### src/rtl/truth_table_sweep.sv
// Truth-table sweep engine: walks every input row of an N-input function,
// holds each row HOLD cycles, strobes the sampled point, and accumulates
// the captured truth table and its ones count for comparison against a
// golden table latched at sweep start.
module truth_table_sweep #(
   parameter int unsigned N    = 3,
   parameter int unsigned HOLD = 1
) (
   input  logic                clk,
   input  logic                rst_n,
   input  logic                start,
   input  logic [(1<<N)-1:0]   mask,
   // Golden truth table; 'expect' is a reserved word, hence 'expected'.
   input  logic [(1<<N)-1:0]   expected,
   output logic [N-1:0]        row,
   output logic                s,
   output logic                valid,
   output logic                busy,
   output logic                done,
   output logic [N:0]          ones,
   output logic [(1<<N)-1:0]   result,
   output logic                mismatch
);

   localparam logic [7:0] HOLD_LAST = 8'(HOLD - 1);

   typedef enum logic [1:0] {
      IDLE,
      RUN,
      DONE
   } state_t;

   state_t              state;
   state_t              state_nxt;
   logic [7:0]          hold_cnt;
   logic [(1<<N)-1:0]   mask_q;
   logic [(1<<N)-1:0]   expect_q;

   // Function value of the current row, from the latched table only.
   assign s = mask_q[row];

   // Self-check result is only meaningful once the sweep has finished.
   assign mismatch = !busy && (result != expect_q);

   // State register.
   always_ff @(posedge clk or negedge rst_n) begin
      if (!rst_n) begin
         state <= IDLE;
      end else begin
         state <= state_nxt;
      end
   end

   // Next-state decode and per-state strobes.
   always_comb begin
      state_nxt = state;
      busy      = 1'b0;
      done      = 1'b0;
      valid     = 1'b0;
      case (state)
         IDLE: begin
            if (start) begin
               state_nxt = RUN;
            end
         end
         RUN: begin
            busy = 1'b1;
            if (hold_cnt == HOLD_LAST) begin
               valid = 1'b1;
               if (row == '1) begin
                  state_nxt = DONE;
               end
            end
         end
         DONE: begin
            done      = 1'b1;
            state_nxt = IDLE;
         end
         default: begin
            state_nxt = IDLE;
         end
      endcase
   end

   // Sweep datapath: latch tables on launch, advance rows, accumulate results.
   // The row counter is exactly N bits, so stepping past the last row wraps it
   // to 0 on the same edge that enters DONE.
   always_ff @(posedge clk or negedge rst_n) begin
      if (!rst_n) begin
         row      <= '0;
         hold_cnt <= '0;
         mask_q   <= '0;
         expect_q <= '0;
         ones     <= '0;
         result   <= '0;
      end else if (state == IDLE && start) begin
         mask_q   <= mask;
         expect_q <= expected;
         row      <= '0;
         hold_cnt <= '0;
         ones     <= '0;
         result   <= '0;
      end else if (state == RUN) begin
         if (valid) begin
            result[row] <= s;
            ones        <= ones + {{N{1'b0}}, s};
            row         <= row + 1'b1;
            hold_cnt    <= '0;
         end else begin
            hold_cnt <= hold_cnt + 8'd1;
         end
      end
   end

endmodule

### config.mk
export PLATFORM = sky130hd
export DESIGN_NAME = truth_table_sweep
export DESIGN_NICKNAME = d
export VERILOG_FILES = /design/src/rtl/truth_table_sweep.sv
export SDC_FILE = /design/constraint.sdc
export NUM_CORES = 1
export LEC_CHECK = 0
export ABC_CLOCK_PERIOD_IN_PS = 2600
export BUFFER_PORTS_ARGS = -buffer_cell sky130_fd_sc_hd__clkbuf_2
export CORE_MARGIN = 4
export CORE_UTILIZATION = 55
export DETAILED_ROUTE_END_ITERATION = 8
export PLACE_DENSITY = 0.79
export SYNTH_ARGS = -nofsm -noshare
export SYNTH_HDL_FRONTEND = slang
export SYNTH_SLANG_ARGS = --single-unit
export TNS_END_PERCENT = 100
### constraint.sdc
create_clock -name clk -period 2.6 [get_ports clk]
set_clock_uncertainty 0.05 [all_clocks]
set_input_delay 0.52 -clock clk [delete_from_list [all_inputs] [get_ports clk]]
set_output_delay 0.52 -clock clk [all_outputs]
set_load 0.05 [all_outputs]
# After elaboration in Yosys (flattened, before gate mapping)
# Index checks and enable logic that the tools add are counted.
totals:
  register_bits: 41
  in_bits: 19
  out_inout_bits: 20
classes:
  addsub: 3
  magnitude_cmp: 2
  n_eq_ne: 7
  mux: 25
  n_reduce_logical: 10
ops:
  columns: ["op", "n"]
  rows:
  - ["$mux W8", 6]
  - ["$mux W4", 3]
  - ["$mux W3", 3]
  - ["$add A8 B1 Y8 const B", 1]
  - ["$bwmux W8", 1]
  - ["$logic_not A8 Y1", 1]
  - ["$ne A8 B8 Y1", 1]
  - ["$mux W1", 6]
  - ["$mux W2", 3]
  - ["$ne A2 B2 Y1 const B", 3]
  - ["$add A4 B1 Y4", 1]
  - ["$lt A3 B4 Y1 const B", 1]
  - ["$pmux W2 S2", 1]
  - ["$reduce_bool A2 Y1", 2]
  - ["$add A3 B1 Y3 const B", 1]
  - ["$bmux W1 S3", 1]
  - ["$demux W1 S3", 1]
  - ["$eq A3 B3 Y1 const B", 1]
  - ["$ge A3 B1 Y1 const B", 1]
  - ["$logic_and A1 B1 Y1", 3]
  - ["$reduce_and A3 Y1", 1]
  - ["$eq A2 B1 Y1 const B", 1]
  - ["$eq A2 B2 Y1 const B", 1]
  - ["$logic_not A2 Y1", 1]
  - ["other kinds (2)", 2]

# Depth between registers and ports, before layout
logic_depth:
  word_depth: 8
  mapped_depth: 9

# Worst setup path after synthesis
# OpenSTA, ideal clock, no wires.
synth_path:
  path_type: "reg2reg"
  from: "reg row[1]"
  to: "reg ones[2]"
  setup_time_ps: 79
  arrival_time_ps: 3040
  t_required_ps: 2471
  slack_ps: -569
  path_stages_with_launch: 10
  cell_sequence: "dfrtp_1 clkbuf_1 mux2i_1 a22o_1 nor2_1 ha_1 ha_1 inv_1 nor4_1 mux2i_1"
synth_between:
  elab_chain_cells: 6
synth_lines:
  columns: ["item", "line", "rtl"]
  rows:
  - ["from (decl)", "15", "output logic [N-1:0] row,"]
  - ["from (signal assigned)", "107", "row <= row + 1'b1;"]
  - ["$bmux W1 S3", "40", "assign s = mask_q[row];"]
  - ["$mux W1 (implied by the code)", "40", null]
  - ["via s", "16", "output logic s,"]
  - ["$add A4 B1 Y4", "106", "ones <= ones + {{N{1'b0}}, s};"]
  - ["$mux W4", "104", "if (valid) begin"]
  - ["$mux W4", "103", "end else if (state == RUN) begin"]
  - ["$mux W4", "96", "end else if (state == IDLE && start) begin"]
  - ["to (signal assigned)", "106", null]
  - ["to (decl)", "20", "output logic [N:0] ones,"]
# The timed path passes the listed nets, and every way through them passes these cells. The select of a mux whose other input is x is not followed.
# A chain may end at the register's enable or synchronous reset.

# Worst setup path in the final report
layout_path:
  from: "reg hold_cnt[0]"
  to: "out valid"
layout_between:
  elab_chain_cells: 3
layout_lines:
  columns: ["item", "line", "rtl"]
  rows:
  - ["from (decl)", "35", "logic [7:0] hold_cnt;"]
  - ["from (signal assigned)", "110", "hold_cnt <= hold_cnt + 8'd1;"]
  - ["$logic_not A8 Y1", "68", "if (hold_cnt == HOLD_LAST) begin"]
  - ["$mux W1", "68", null]
  - ["$mux W1", "60", "case (state)"]
  - ["to (decl)", "17", "output logic valid,"]
# Every way passes these cells.

==> summary.txt <==
STA
  – Setup violators final: 0
  – Hold Vio Cnt, Final: 0
  – Fmax: between 300 and 400 MHz
  – Setup TNS: 0 ps
  – Period utilisation layout: a little over nine tenths
  – RSZ-0062 raised after global routing: false
  – Relative slew slack: between 40% and 50%
  – Least-Margin Pin Slew: 825.4 ps
  – Min Tclk post-route: 2512 ps
  – Pins Over Slew Limit: 0

Job
  – Max cap viols: 0

Critical path
  – CP required: approximately 2000 ps
  – Type of origin of the critical path: flip-flop
  – Setup CP Type: reg2out
  – Worst r2r dst: ones[2]$_DFFE_PN0P_
  – CP max stage cell: or3b_2
  – Critical Path, Cell by Cell: inv_1 > ha_1 > or3b_2 > nor3_4 > buf_2
  – Critical path peak fanout: 8
  – Crit path arrival time: just under 2000 ps
  – Reg-to-Reg Start: row[2]$_DFFE_PN0P_
  – CP Capture Type: primary output
  – Worst setup path startpoint: hold_cnt[0]$_DFFE_PN0P_
  – Flop2flop setup slack: roughly 430 ps
  – Crit-path max cell delay: 490 ps
  – Worst R2R Path Depth: 8

Route
  – DR pass1 iterations: 4
  – DR WL/cell: 15.09 microns
  – Vias: 1812
  – Routed Antenna Nets: 0
  – Wirelength, routed: between 4 and 5 mm
  – DRC viols: 0
  – Iter 0 DRT Violations: between 150 and 200
  – Vias per cell: 5.680

Synthesis
  – Top_reg_cell synth: dfrtp_1
  – Post-synthesis xor/xnor area fraction: between 3 and 4%
  – YS warnings: 0
  – Syn Area/Cell: approximately 9.5 sq um
  – Sequential area share after synthesis: 46.51%
  – Synth area leader: dfrtp_1
  – Synth Area in Compound Gates: approximately a tenth
  – Post-synth EDFFs: 0
  – Synth top area cells: dfrtp_1 47%, nand2_1 10%, mux2i_1 4.5%, ha_1 3.4%, xor2_1 3.2%
  – Simple-gate share of the synthesized area: 25.87%
  – Multiplexer share of the synthesized area: around 5.6%
  – Synthesized net count: approximately 260
  – Syn Inst Count: roughly 230
  – Fraction of registers with async set or reset after synthesis: between 90% and 100%
  – Mapped cell area: approximately 2200 sq um
  – Post-synthesis register bit count: 41
  – Largest family of logic cells by synthesized area: simple AND/OR/NAND/NOR gates
  – Post-synth top area share: 46.51%
  – Yosys cell types: 43
  – Adder-cell share of the synthesized area: roughly 3.4%

Floorplan
  – Initial Util: slightly below 60%
  – Die Width: slightly above 70 microns
  – Die Y: ~70 microns
  – Die area: just over 5000 sq um
  – Top Ports: 39
  – Num rows: 22
  – Total core area: 3771 sq um

Final layout
  – # nets final: a little under 300
  – Commonest non-fill, non-tap cell in the layout: nand2_1
  – Synth-to-layout area growth: 16.34%
  – Antenna diode count: 0
  – Commonest non-fill, non-tap cells in the layout: 60 x nand2_1, 40 x dfrtp_1, 37 x clkbuf_2
  – Share of cells above drive strength 1: 24.72%

Placement
  – GPL Wtd Cong: ~0.86
  – Detailed Place HPWL: approximately 3.4 mm
  – Port bufs: 38

Clock tree
  – H-tree Lvls: 2
  – TritonCTS clock tree: done
  – CTS Sinks: between 40 and 50
  – Reg clk slew, reported paths: 80 ps
  – Longest Clk Path Bufs: 2
  – Hold Buf Count CTS: 0
  – Clock Latency Late Sink: around 300 ps
  – CTS Root Buffer Type: clkbuf_8
  – Total CTS buffers: 5

GRT
  – First-pass GRT wire length: between 8 and 9 mm
  – Initial antenna violation count: 0
  – Number of global-route vias before repair: approximately 1800
  – GRT Total Usage: 20.79%
  – Overflow left after global routing: 0
  – Largest net degree at the start of global routing: 34

Power and ir drop
  – Overall power: approximately 2300 uW
  – Peak supply drop: between 0.0005 and 0.0006 V
  – Leakage: ~0.0012 uW
  – Pwr dens: slightly below 900 nW/um^2

Status
  – Status: finished, final reports clean

Hold path
  – HP Class: in2async
## critical path: cells and delay by family, from the launching register on
kind	cells	cell delay (ps)
and+or+nand+nor	2	630
DFF	1	460
buffers and inverters	2	370
adders and majority gates	1	180
## what timing repair did
action | in CTS | in global routing
setup buffers | 0 | 0
resized for setup | 0 | 1
setup endpoints to repair | 0 | 1
## final cells by class
| cell class | count | area [sq um] |
|---|---|---|
| clock buffer | 6 | 82.58 |
| clock inverter | 2 | 37.54 |
| fill | 313 | 1205 |
| inverter | 11 | 41.29 |
| multi-input combinational | 165 | 1067 |
| sequential | 41 | 1027 |
| tap | 48 | 60.06 |
| timing repair buffer | 46 | 250.2 |
## sequential cells by signal (all words and copies together) (netlist names)
name and flops:
expect_q 8, hold_cnt 8, mask_q 8, result 8, ones 4, row 3, state 2
## through the flow
step	utilization, %	area, sq um	setup slack (ps)	cells	hold slack (ps)
finish	68.05	2566	88.18	319	143.4
global route	68.05	2566	17.21	319	171.7
CTS	68.05	2566	68.48	319	161.6
detailed placement	64.86	2446	404.0	311	409.0
global placement	64.86	2446	408.1	311	403.9
floorplan	-	2218	4.116	232	174.4
## how the worst max path moves through the flow
stage | slack, ps | to | cells after the start
after floorplan | 4 | ones[2]$_DFFE_PN0P_ | 9
after detailed placement | 400 | valid | 5
final | 90 | valid | 5
after CTS | 70 | valid | 5
after global placement | 410 | valid | 5
after global routing | 20 | valid | 5
## metal layers
metal	vias up	wire, microns	track usage (%)	part of all wire (%)
li1	893	-	-	-
met1	863	2114	26.97	44
met4	0	70	7.933	1.5
met5	-	0	0	0
met3	7	300	4.348	6.2
met2	49	2329	34.18	48
## synthesized netlist by cell type (3+ instances only)
| master | instances |
|---|---|
| buf_2 | 3 |
| mux2i_1 | 10 |
| clkbuf_1 | 9 |
| a31oi_1 | 8 |
| nor2_1 | 3 |
| o211ai_1 | 4 |
| xor2_1 | 8 |
| inv_1 | 10 |
| dfrtp_1 | 41 |
| nand4_1 | 3 |
| buf_6 | 3 |
| nand2_1 | 60 |
| nor3b_1 | 4 |
| a211oi_1 | 8 |
| nand2b_1 | 5 |
| ha_1 | 6 |
| nor4_1 | 5 |
| nor4bb_1 | 3 |
| nand3_1 | 8 |
## cells by family after synthesis
logic type | after synthesis
AOI/OAI and AO/OA | 31
xor gates and xnor gates | 8
adders and majority gates | 6
buffers and inverters | 26
DFF | 41
muxes | 12
and+or+nand+nor | 108
## report_power, final
group | leakage (uW) | switching, uW | internal (uW)
registers | 0.000513 | 210 | 756
clock network | 0.0000574 | 225 | 312
logic | 0.000645 | 484 | 288
total | 0.00122 | 920 | 1360
(Power assumes the default switching activity.)
